**config.mk**
```make
export PLATFORM = sky130hd
export DESIGN_NAME = tcb_gpio_irq
export DESIGN_NICKNAME = d
export VERILOG_FILES = /design/src/rtl/tcb_gpio_irq.sv
export SDC_FILE = /design/constraint.sdc
export NUM_CORES = 1
export LEC_CHECK = 0
export BUFFER_PORTS_ARGS = -buffer_cell sky130_fd_sc_hd__buf_2
export CORE_MARGIN = 2
export CORE_UTILIZATION = 56
export DETAILED_ROUTE_END_ITERATION = 16
export PLACE_DENSITY = 0.83
export SYNTH_ARGS = -nofsm -noshare
export SYNTH_HDL_FRONTEND = slang
export SYNTH_SLANG_ARGS = --single-unit
```
**constraint.sdc**
```tcl
create_clock -name clk -period 1.75 [get_ports clk]
set_input_delay 0 -clock clk [delete_from_list [all_inputs] [get_ports clk]]
set_output_delay 0 -clock clk [all_outputs]
set_load 0.02 [all_outputs]
```
**src/rtl/tcb_gpio_irq.sv**
```systemverilog
// TCB GPIO peripheral with atomic set/clear, byte-enable writes, an input
// synchroniser, per-bit rising/falling edge detection with sticky status and
// a level interrupt. Single TCB subordinate port, response latency 1.
module tcb_gpio_irq #(
    parameter int GW      = 32,
    parameter int ABW     = 32,
    parameter int DBW     = 32,
    parameter int CFG_CDC = 2
) (
    input  logic           clk,
    input  logic           rst,
    input  logic           tcb_vld,
    output logic           tcb_rdy,
    input  logic           tcb_wen,
    input  logic [ABW-1:0] tcb_adr,
    input  logic [3:0]     tcb_byt,
    input  logic [DBW-1:0] tcb_wdt,
    output logic [DBW-1:0] tcb_rdt,
    output logic           tcb_err,
    output logic [GW-1:0]  gpio_o,
    output logic [GW-1:0]  gpio_e,
    input  logic [GW-1:0]  gpio_i,
    output logic           irq
);

    localparam logic [3:0] A_OUT  = 4'h0;
    localparam logic [3:0] A_ENA  = 4'h1;
    localparam logic [3:0] A_IN   = 4'h2;
    localparam logic [3:0] A_SET  = 4'h3;
    localparam logic [3:0] A_CLR  = 4'h4;
    localparam logic [3:0] A_RISE = 4'h5;
    localparam logic [3:0] A_FALL = 4'h6;
    localparam logic [3:0] A_STS  = 4'h7;

    // Edge detection is held off until the synchroniser and PRV hold real pad values.
    localparam logic [2:0] ARM_N = 3'(CFG_CDC + 1);

    logic [GW-1:0]  out_q,  out_d;
    logic [GW-1:0]  ena_q,  ena_d;
    logic [GW-1:0]  rise_q, rise_d;
    logic [GW-1:0]  fall_q, fall_d;
    logic [GW-1:0]  sts_q,  sts_d;
    logic [GW-1:0]  prv_q;
    logic [2:0]     arm_q,  arm_d;
    logic [DBW-1:0] rdt_q,  rdt_d;
    logic           err_q,  err_d;

    logic [GW-1:0]  in_s;
    logic [GW-1:0]  evt;
    logic           armed;
    logic [3:0]     idx;
    logic           unmapped;
    logic           wr;
    logic [31:0]    bmask_full;
    logic [GW-1:0]  bmask;
    logic [GW-1:0]  wbits;
    logic [GW-1:0]  wdat;
    logic [GW-1:0]  rd_val;
    logic           unused_bits;

    // Only adr[5:2] is decoded; data bits above GW are dropped.
    assign unused_bits = ^{tcb_adr, tcb_wdt};

    assign idx        = tcb_adr[5:2];
    assign unmapped   = idx[3];
    assign wr         = tcb_vld & tcb_wen;
    assign bmask_full = {{8{tcb_byt[3]}}, {8{tcb_byt[2]}}, {8{tcb_byt[1]}}, {8{tcb_byt[0]}}};
    assign bmask      = bmask_full[GW-1:0];
    assign wdat       = tcb_wdt[GW-1:0];
    assign wbits      = wdat & bmask;

    generate
        if (CFG_CDC == 0) begin : g_nosync
            assign in_s = gpio_i;
        end else begin : g_sync
            logic [GW-1:0] sync_q [CFG_CDC];
            // Synchroniser shift chain for the asynchronous pad inputs.
            always_ff @(posedge clk or negedge rst) begin
                if (!rst) begin
                    for (int i = 0; i < CFG_CDC; i++) sync_q[i] <= '0;
                end else begin
                    sync_q[0] <= gpio_i;
                    for (int i = 1; i < CFG_CDC; i++) sync_q[i] <= sync_q[i-1];
                end
            end
            assign in_s = sync_q[CFG_CDC-1];
        end
    endgenerate

    assign armed = (arm_q == ARM_N);
    assign evt   = armed ? ((in_s & ~prv_q & rise_q) | (~in_s & prv_q & fall_q)) : '0;

    // Next-state for the control/status registers; a new event beats a W1C on the same bit.
    always_comb begin
        out_d  = out_q;
        ena_d  = ena_q;
        rise_d = rise_q;
        fall_d = fall_q;
        sts_d  = sts_q;
        arm_d  = armed ? arm_q : arm_q + 3'd1;
        if (wr) begin
            case (idx)
                A_OUT:   out_d  = (out_q  & ~bmask) | wbits;
                A_ENA:   ena_d  = (ena_q  & ~bmask) | wbits;
                A_SET:   out_d  = out_q | wbits;
                A_CLR:   out_d  = out_q & ~wbits;
                A_RISE:  rise_d = (rise_q & ~bmask) | wbits;
                A_FALL:  fall_d = (fall_q & ~bmask) | wbits;
                A_STS:   sts_d  = sts_q & ~wbits;
                default: ;
            endcase
        end
        sts_d = sts_d | evt;
    end

    // Read data multiplexer; write-only and unmapped offsets read as zero.
    always_comb begin
        rd_val = '0;
        case (idx)
            A_OUT:   rd_val = out_q;
            A_ENA:   rd_val = ena_q;
            A_IN:    rd_val = in_s;
            A_RISE:  rd_val = rise_q;
            A_FALL:  rd_val = fall_q;
            A_STS:   rd_val = sts_q;
            default: rd_val = '0;
        endcase
    end

    // Response for this transfer; writes return zero data.
    always_comb begin
        rdt_d = rdt_q;
        err_d = err_q;
        if (tcb_vld) begin
            err_d = unmapped;
            rdt_d = (tcb_wen || unmapped) ? '0 : DBW'(rd_val);
        end
    end

    // Register state; reset also discards any pending response.
    always_ff @(posedge clk or negedge rst) begin
        if (!rst) begin
            out_q  <= '0;
            ena_q  <= '0;
            rise_q <= '0;
            fall_q <= '0;
            sts_q  <= '0;
            prv_q  <= '0;
            arm_q  <= '0;
            rdt_q  <= '0;
            err_q  <= 1'b0;
        end else begin
            out_q  <= out_d;
            ena_q  <= ena_d;
            rise_q <= rise_d;
            fall_q <= fall_d;
            sts_q  <= sts_d;
            prv_q  <= in_s;
            arm_q  <= arm_d;
            rdt_q  <= rdt_d;
            err_q  <= err_d;
        end
    end

    assign tcb_rdy = 1'b1;
    assign tcb_rdt = rdt_q;
    assign tcb_err = err_q;
    assign gpio_o  = out_q;
    assign gpio_e  = ena_q;
    assign irq     = |sts_q;

endmodule
```
==> summary.txt <==
Run status
  – Outcome: finished with violations
  – Violated checks: negative setup slack

Yosys
  – Fraction of registers with async set or reset after synthesis: 1.00
  – FF+latch count, synth: around 300
  – Syn nets: around 1000
  – Sequential fraction of the synthesis area: 0.609
  – Top_reg_cell synth: dfrtp_1
  – Mapped Cells: a little over 900
  – Ys Warns: 0
  – Synth area leader: dfrtp_1
  – Number of synthesized flops with an enable pin: 0
  – Post-Syn Area: roughly 12000 um2
  – Synth top area share: 0.609
  – Top cells by area, synth: dfrtp_1 61%, mux2_2 8.9%, a22oi_1 6.0%
  – Syn Area/Cell: ~13 um2
  – Yosys cell types: 45

Timing
  – Fin. max-slew vios: 0
  – Tmin final: between 1.5 and 2 ns
  – Max Clock Skew: between 0.01 and 0.015 ns
  – Final setup vio count: 1
  – Setup TNS after final layout: -0.225 ns
  – Maximum clock frequency: ~0.51 GHz
  – Final worst setup slack: -0.225 ns
  – Hold Slack: 0.0738 ns
  – Final hold vios: 0
  – Final period utilization: 1.13
  – Unrepaired setup endpoints after global routing: yes

Drt
  – Routed WL per cell: ~23 um
  – DR iter-0 viols: ~840
  – DRT Pass-1 Iters: 6
  – Vias/cell: between 6 and 7
  – Drt drc: 0
  – Drt total wl: 33700 um
  – Via Count: approximately 9300
  – Routed Antenna Nets: 0

Worst setup path
  – CP endpoint: irq
  – RR Endpoint: arm_q[1]
  – Max FO, Critical Path: 3
  – Worst r2r path cells: 4
  – CP Capture Type: output port
  – Setup Crit Path Kind: flip-flop to output port
  – Reg-to-Reg Start: arm_q[0]
  – Startpoint types: flip-flop
  – R2R Setup Slk: between 0.2 and 0.3 ns
  – Worst endpoint required time: between 1.5 and 2 ns
  – Crit path from: sts_q[13]
  – Arrival @ worst endpoint: slightly below 2 ns

GRT
  – Vias in the first global route: about 9700
  – First-pass GRT wire length: ~52000 um
  – Antenna violations before repair: 2
  – Largest net degree at the start of global routing: 72
  – Grt total ovfl: 0
  – Gr usage total: 0.302

Floorplan
  – Die height: approximately 150 um
  – Io pins: ~200
  – Die area: 22600 um2
  – Initial core utilization: 0.571
  – Core ar.: approximately 21000 um2
  – Rows: 53
  – Die W: 150 um

Power and ir drop
  – Leak Pwr: ~6.8 nW
  – Reg power frac: 0.473
  – Sw frac: 0.263
  – Tot Pwr: between 0.015 and 0.02 W
  – Combinational share of power: 0.127
  – Power per Cell Area: between 1000 and 1500 nW/um2
  – Net Sw Power: ~0.0046 W
  – Clock power share: 0.401
  – Maximum VDD drop: approximately 0.69 mV
  – Cell internal pwr: around 0.013 W

Finish
  – Fill count: 1359
  – Post-route cell area: approximately 15000 um2
  – Synthesis-to-finish area growth: 26.6%
  – # nets final: between 1000 and 1500
  – Commonest non-fill, non-tap cells in the layout: 292 x dfrtp_1, 171 x buf_2, 96 x a22oi_1
  – Layout cells sized above 1: 0.334
  – Most common cell after layout, fill and taps aside: dfrtp_1

Clock network
  – # clock sinks: about 290
  – Root buffer cell: clkbuf_16
  – Clock tree buffer depth: 3
  – CTS clk-pin slew, worst paths: around 0.060 ns
  – Clk Latency, worst-skew pair: about 0.56 ns
  – Cts bufs inserted: 30
  – H-tree Lvls: 1
  – CTS tree: done

Placement
  – Dpl cell area: roughly 13000 um2
  – Final HPWL DP: approximately 21000 um
  – Gpl congestion: roughly 0.84
  – IO buf count: between 150 and 200

Hold path
  – Worst Hold Class: input pin to flip-flop

Run
  – Max-cap violations: 0
cell families (layout without fill, tap and decap cells):
| family | count (synthesis) | count (layout) | synth area share |
|---|---|---|---|
| mux | 98 | 98 | 0.0919 |
| flops | 292 | 292 | 0.609 |
| fa+ha+maj | 2 | 2 | 0.00208 |
| compound gates | 263 | 263 | 0.160 |
| simple gates | 178 | 178 | 0.0996 |
| xor+xnor | 1 | 1 | 0.000730 |
| other cells | 1 | 3 | 0.000312 |
| buf+inv | 85 | 384 | 0.0366 |
how the worst min path moves through the flow:
stage / start / to / slack, ns / cells after the start
floorplan: rst / async pin / -0.30 / 0
global placement: rst / tcb_rdt[29] / -0.03 / 1
detailed placement: rst / tcb_rdt[29] / -0.03 / 1
CTS: gpio_i[16] / g_sync.sync_q[48] / 0.06 / 2
global route: gpio_i[11] / g_sync.sync_q[43] / 0.06 / 2
finish: gpio_i[15] / g_sync.sync_q[47] / 0.07 / 2
worst max-delay path: stages (launching register included):
cell     delay (ns)
dfrtp_1        0.43
nor4_4         0.33
nand4_1        0.23
or2_4          0.30
buf_6          0.13
power groups by stage:
stage	sequential (W)	clock [W]	combinational (W)
2_1_floorplan	0.00843	0	0.000920
3_3_place_gp	0.00828	0	0.00194
3_5_place_dp	0.00832	0	0.00201
4_1_cts	0.00823	0.00706	0.00219
5_1_grt	0.00835	0.00736	0.00239
6_report	0.00828	0.00702	0.00222
synthesized netlist by cell type (2+ instances only):
library cell and instances:
dfrtp_1 292, a22oi_1 96, mux2_2 95, nand2_1 67, inv_1 37, o21ai_0 35
a22o_1 32, a32o_1 32, and3_1 32, nand3b_1 32, o22ai_1 32, o21ai_1 30
buf_2 16, clkbuf_1 10, buf_6 9, buf_4 8, nor2_4 8, nor4_1 8
a211oi_2 4, nor2_2 4, nor2_8 4, buf_1 3, mux2_1 3, nand3_2 3
nand3b_2 3, and4bb_2 2, clkbuf_2 2, ha_1 2, nand4_1 2, nor4b_4 2
routing by layer:
| metal | vias to the layer above | track usage | wire length, um |
|---|---|---|---|
| met3 | 111 | 0.0688 | 2940 |
| met4 | 0 | 0.130 | 1310 |
| met1 | 4664 | 0.396 | 13200 |
| met2 | 488 | 0.486 | 16200 |
| li1 | 4001 | - | - |
| met5 | - | 0 | 0 |
area by class of cell:
type                       count  area (um2)  share of cell area
timing repair buffer         291        2000               0.131
tap                          275         344              0.0226
clock inverter                20         300              0.0198
multi-input combinational    543        4300               0.283
antenna                        2        5.00            0.000329
clock buffer                  36         803              0.0528
sequential                   292        7310               0.481
inverter                      37         139             0.00914
metrics by stage:
| step | std cells | util | worst slack (ns) |
|---|---|---|---|
| 3_3_place_gp | 1362 | 0.632 | 0.113 |
| 2_1_floorplan | 920 | - | 0.300 |
| 3_5_place_dp | 1362 | 0.632 | 0.131 |
| 4_1_cts | 1493 | 0.722 | -0.233 |
| 5_1_grt | 1494 | 0.723 | -0.225 |
| 6_report | 1496 | 0.723 | -0.225 |
what timing repair did:
action                                 CTS  global route
pin swaps                                3             2
setup buffers                            3             1
hold buffers                            72             0
setup endpoints to repair                1             1
endpoints found under the hold margin  490             0
resized for setup                        8             1
Power figures use the tool's default switching activity.
